==> config.mk <==
export PLATFORM = sky130hd
export DESIGN_NAME = seg7_scan_display
export DESIGN_NICKNAME = d
export VERILOG_FILES = /design/src/rtl/seg7_pkg.sv /design/src/rtl/seg7_scan_display_hex_to_seg7.sv /design/src/rtl/seg7_scan_display.sv
export SDC_FILE = /design/constraint.sdc
export NUM_CORES = 1
export LEC_CHECK = 0
export ABC_AREA = 1
export CAP_MARGIN = 20
export CORE_MARGIN = 4
export CORE_UTILIZATION = 50
export CTS_BUF_LIST = sky130_fd_sc_hd__clkbuf_4 sky130_fd_sc_hd__clkbuf_8
export CTS_CLUSTER_DIAMETER = 30
export DETAILED_ROUTE_END_ITERATION = 6
export PLACE_DENSITY = 0.82
export SLEW_MARGIN = 20
export SYNTH_ARGS = -nofsm -noshare
export SYNTH_HDL_FRONTEND = slang
export SYNTH_SLANG_ARGS = --single-unit
export TNS_END_PERCENT = 50
==> constraint.sdc <==
create_clock -name clk -period 2 [get_ports clk]
set_input_delay 0.2 -clock clk [delete_from_list [all_inputs] [get_ports clk]]
set_output_delay 0.2 -clock clk [all_outputs]
set_load 0.05 [all_outputs]
==> src/rtl/seg7_pkg.sv <==
// Shared constants for the multiplexed seven-segment display driver.
package seg7_pkg;

    localparam int IDX_W = 2;
    localparam int NDIG  = 4;

    // Active-high {g,f,e,d,c,b,a} patterns, entry n is the glyph for hex digit n.
    localparam logic [15:0][6:0] HEX_SEG = {
        7'h71, 7'h79, 7'h5E, 7'h39, 7'h7C, 7'h77, 7'h6F, 7'h7F,
        7'h07, 7'h7D, 7'h6D, 7'h66, 7'h4F, 7'h5B, 7'h06, 7'h3F
    };

    function automatic logic [6:0] seg_off(input bit active_low);
        return active_low ? 7'h7F : 7'h00;
    endfunction

    function automatic logic [NDIG-1:0] an_off(input bit active_low);
        return active_low ? {NDIG{1'b1}} : {NDIG{1'b0}};
    endfunction

endpackage

==> src/rtl/seg7_scan_display_hex_to_seg7.sv <==
// Purpose: hex nibble to active-high seven-segment pattern.
// Latency: combinational, zero cycles.
// Backpressure: none, pure function of the input nibble.
module hex_to_seg7
    import seg7_pkg::*;
(
    input  logic [3:0] nib,
    output logic [6:0] seg
);

    assign seg = HEX_SEG[nib];

endmodule

==> src/rtl/seg7_scan_display.sv <==
// Purpose: latch a 16-bit hex word and scan it onto a 4-digit multiplexed display.
// Latency: load visible on an/seg/dp two edges after the strobe; outputs registered.
// Backpressure: none; load is a strobe that is always accepted, scanning free-runs.
module seg7_scan_display
    import seg7_pkg::*;
#(
    parameter int SCAN_DIV   = 50_000,
    parameter int DEAD       = 2,
    parameter bit ACTIVE_LOW = 1'b1,
    parameter bit LZ_BLANK   = 1'b1
) (
    input  logic             clk,
    input  logic             reset,
    input  logic             load,
    input  logic [15:0]      din,
    input  logic [3:0]       dp_in,
    input  logic             blank,
    output logic [3:0]       an,
    output logic [6:0]       seg,
    output logic             dp,
    output logic [IDX_W-1:0] digit_idx
);

    localparam int             CW       = $clog2(SCAN_DIV);
    localparam logic [CW-1:0]  CNT_LAST = CW'(SCAN_DIV - 1);
    localparam logic [CW-1:0]  CNT_DEAD = CW'(DEAD);
    localparam logic [3:0]     AN_INACT = an_off(ACTIVE_LOW);
    localparam logic [6:0]     SEG_INACT = seg_off(ACTIVE_LOW);

    logic [CW-1:0] cnt;
    logic [15:0]   data_r;
    logic [3:0]    dp_r;

    logic [3:0]    nib;
    logic [6:0]    seg_hi;
    logic [3:0]    an_hot;
    logic          lz3, lz2, lz1;
    logic [3:0]    lz;
    logic          lit;

    assign nib = data_r[{digit_idx, 2'b00} +: 4];

    hex_to_seg7 u_hex_to_seg7 (
        .nib (nib),
        .seg (seg_hi)
    );

    // A digit goes dark only while it and every digit to its left show a bare zero.
    assign lz3 = LZ_BLANK && (data_r[15:12] == 4'h0) && !dp_r[3];
    assign lz2 = lz3 && (data_r[11:8] == 4'h0) && !dp_r[2];
    assign lz1 = lz2 && (data_r[7:4]  == 4'h0) && !dp_r[1];
    assign lz  = {lz3, lz2, lz1, 1'b0};

    assign an_hot = 4'b0001 << digit_idx;
    assign lit    = (cnt >= CNT_DEAD) && !blank && !lz[digit_idx];

    always_ff @(posedge clk) begin
        if (reset) begin
            cnt       <= '0;
            digit_idx <= '0;
            data_r    <= '0;
            dp_r      <= '0;
            an        <= AN_INACT;
            seg       <= SEG_INACT;
            dp        <= ACTIVE_LOW;
        end else begin
            if (load) begin
                data_r <= din;
                dp_r   <= dp_in;
            end

            if (cnt == CNT_LAST) begin
                cnt       <= '0;
                digit_idx <= digit_idx + IDX_W'(1);
            end else begin
                cnt <= cnt + CW'(1);
            end

            if (lit) begin
                an  <= an_hot ^ {4{ACTIVE_LOW}};
                seg <= seg_hi ^ {7{ACTIVE_LOW}};
                dp  <= dp_r[digit_idx] ^ ACTIVE_LOW;
            end else begin
                an  <= AN_INACT;
                seg <= SEG_INACT;
                dp  <= ACTIVE_LOW;
            end
        end
    end

endmodule
==> run_results.csv <==
group,metric,value,unit
critical_path,critical-path-slowest-cell,"clkdlybuf4s50_1",
finish,area_growth,20.08,%
power,switching_power,478.5,µW
timing,setup_tns,0,ns
critical_path,critPathBufInv,1,
hold_path,min_from,"data_r[3]",
logic_synthesis,synth_top_area_share,39.86,%
critical_path,rr_worst_depth,11,
clock_network,cts.repair.resized,0,
global_route,grt_util_met2,31.58,%
logic_synthesis,synth_flop_cell,"dfxtp_1",
critical_path,path_max_fanout,6,
power,finalPower,1905,µW
timing,setup_viol_count_final,0,
logic_synthesis,synth_area,2511,µm²
place,routabilityCongestion,0.8912,
hold_path,holdPathEnd,"data_r[3]",
logic_synthesis,syn_nets,385,
logic_synthesis,yosysWarnings,0,
global_route,grt_max_degree,23,
timing,fmax,547.8,MHz
finish,antenna_cells,0,
power,clkPwrFrac,29.7,%
drt,drc,0,
global_route,busiest_layer,"met2",
timing,setup_ws,0.1744,ns
logic_synthesis,synth_edf_count,0,
timing,min_period,1.826,ns
logic_synthesis,synthArstFlopShare,0,%
clock_network,clockBufferDepth,2,
logic_synthesis,yosysSeqAreaShare,39.86,%
logic_synthesis,syn-instance-count,350,
critical_path,worstSetupStartpointType,"flip-flop",
drt,drt-wirelength-per-cell,10.98,µm
power,leakage,0.001202,µW
logic_synthesis,synth_common_cells,"nand2_1 (76), nor2_1 (60), dfxtp_1 (50)",
status,status,"finished, final reports clean",
logic_synthesis,yosys.area.top_type,"dfxtp_1",
power,pwr-share-seq,55.8,%
clock_network,clkSinkCount,50,
clock_network,cts_tree,"done",
finish,fillCellCount,436,
critical_path,crit_path_end_kind,"primary output",
clock_network,cts_buffers,5,
critical_path,rr_endpoint,"seg[0]",
clock_network,cts_hold_buf,0,
critical_path,regToRegSetupSlack,0.32,ns
clock_network,post_cts_buffers,0,
logic_synthesis,ys_ff_latch,50,
die,die-area,6220,µm²
critical_path,critical_path.top_delay_family,"buffers and inverters",
hold_path,worstHoldPathCells,2,
critical_path,critical-path-max-stage-delay,0.86,ns
power,p_per_area,631.6,nW/µm²
die,die_height,78.87,µm
timing,worstMarginPinSlew,0.6647,ns
critical_path,required,1.80,ns
finish,layout-drive-gt1-share,12.05,%
drt,wl,5020,µm
global_route,met3_usage,4.082,%
finish,fin_area,3015,µm²
power,power.internal,1426,µW
logic_synthesis,ys_types,27,
power,peakVddDrop,323.8,µV
drt,viasPerCell,4.884,
logic_synthesis,syn_avg_cell_area,7.175,µm²
drt,first_iter_violations,137,
logic_synthesis,synth.area.top_cells,"dfxtp_1 (40%), nand2_1 (11%), nor2_1 (9.0%)",
clock_network,worst_skew_pair.late_latency,0.30,ns
drt,dr.pass1.iters,4,
timing,fin_crit_sh,91.28,%
die,die_w,78.87,µm
die,rows,25,
place,portBuffers,37,
timing,rsz0062_at_grt,"no",
global_route,gr-total-overflow,0,
place,dpl_cell_area,2932,µm²
hold_path,hp-class,"reg -> reg",
critical_path,path_class,"reg -> out",
place,dp_slack,0.3434,ns
clock_network,cts_root_buffer,"clkbuf_8",
global_route,grt_pass1_vias,2151,
timing,finalHoldViolCount,0,
global_route,antenna_found_initial,0,
finish,nNetsFinal,425,
critical_path,r2r-start,"digit_idx[1]",
drt,ant_nets,0,
logic_synthesis,yosysMostFrequentCell,"nand2_1",
global_route,grt_pass1_wl,9045,µm
timing,finClkSkew,0.006187,ns
clock_network,htreeDepth,2,
drt,num_vias,2232,
timing,maxSlewViolCount,0,
power,comb_power_share,14.5,%
global_route,grt_usage,17.75,%
run,cap_violations,0,
place,post-dp-hpwl,3853,µm
clock_network,path_clk_slew,0.08,ns
critical_path,crit_chain,"clkdlybuf4s50_1",
die,pin_count,38,
timing,slew_headroom,55.52,%
die,start_util,52.47,%
power,swShare,25.13,%
die,core_area,4786,µm²
critical_path,arrival,1.63,ns
global_route,met1_usage,20.87,%
## cell families after synthesis
group	synth area share, %
compound gates	10.21
xor+xnor	0.3488
fa+ha+maj	5.481
buf+inv	7.524
flops	39.86
simple gates	36.57
## layer usage
metal | up-vias | share of wire [%]
li1 | 1200 | -
met1 | 981 | 47
met2 | 44 | 47
met3 | 7 | 4.7
met4 | 0 | 1.5
met5 | - | 0
## power groups by stage
stage	sequential, µW	combinational, µW	clock (µW)
2_1_floorplan	1120	152	0
3_3_place_gp	1080	274	0
3_5_place_dp	1090	278	0
4_1_cts	1060	279	592
5_1_grt	1070	315	625
6_report	1060	277	565
## registers in the layout (all words and copies together), names as in the netlist
| signal | count |
|---|---|
| an | 4 |
| cnt | 16 |
| data_r | 16 |
| digit_idx | 2 |
| dp | 1 |
| dp_r | 4 |
| seg | 7 |
## stage by stage
| step | util (%) | hold slack, ns | instances |
|---|---|---|---|
| final | 63.01 | 0.4671 | 457 |
| after global routing | 63.01 | 0.4800 | 457 |
| after CTS | 63.01 | 0.4688 | 457 |
| after detailed placement | 61.25 | 0.4632 | 450 |
| after global placement | 61.25 | 0.4531 | 450 |
| after floorplan | - | 0.3349 | 350 |
## worst max-delay path by stage
stage                 startpoint            to  cells after the start
floorplan           digit_idx[0]        seg[0]                     13
global route        digit_idx[1]  digit_idx[1]                      1
CTS                 digit_idx[1]  digit_idx[1]                      1
finish              digit_idx[1]  digit_idx[1]                      1
detailed placement  digit_idx[1]        seg[0]                     11
global placement    digit_idx[1]        seg[0]                     11
## layout make-up
type                    instances  area, µm²  area share (%)
clock buffers                   7      83.83           2.780
flip-flops and latches         50       1001           33.20
repair buffers                 42      405.4           13.44
well taps                      67      83.83           2.780
inverters                      32      120.1           3.983
multi-input cells             259       1321           43.82
## cells in the final DEF, fill, tap and decap left out, drive strengths merged
cell type and count:
nand4 5, inv 32, clkdlybuf4s50 36, nor3 5, ha 11, clkbuf 7, dfxtp 50, nor2 67
nand3b 1, nor3b 2, nand2 84, xnor2 1, nand3 35, a21oi 21, or2 2, o21ai 25
buf 6
No activity file was read; power rests on OpenSTA's default activity.
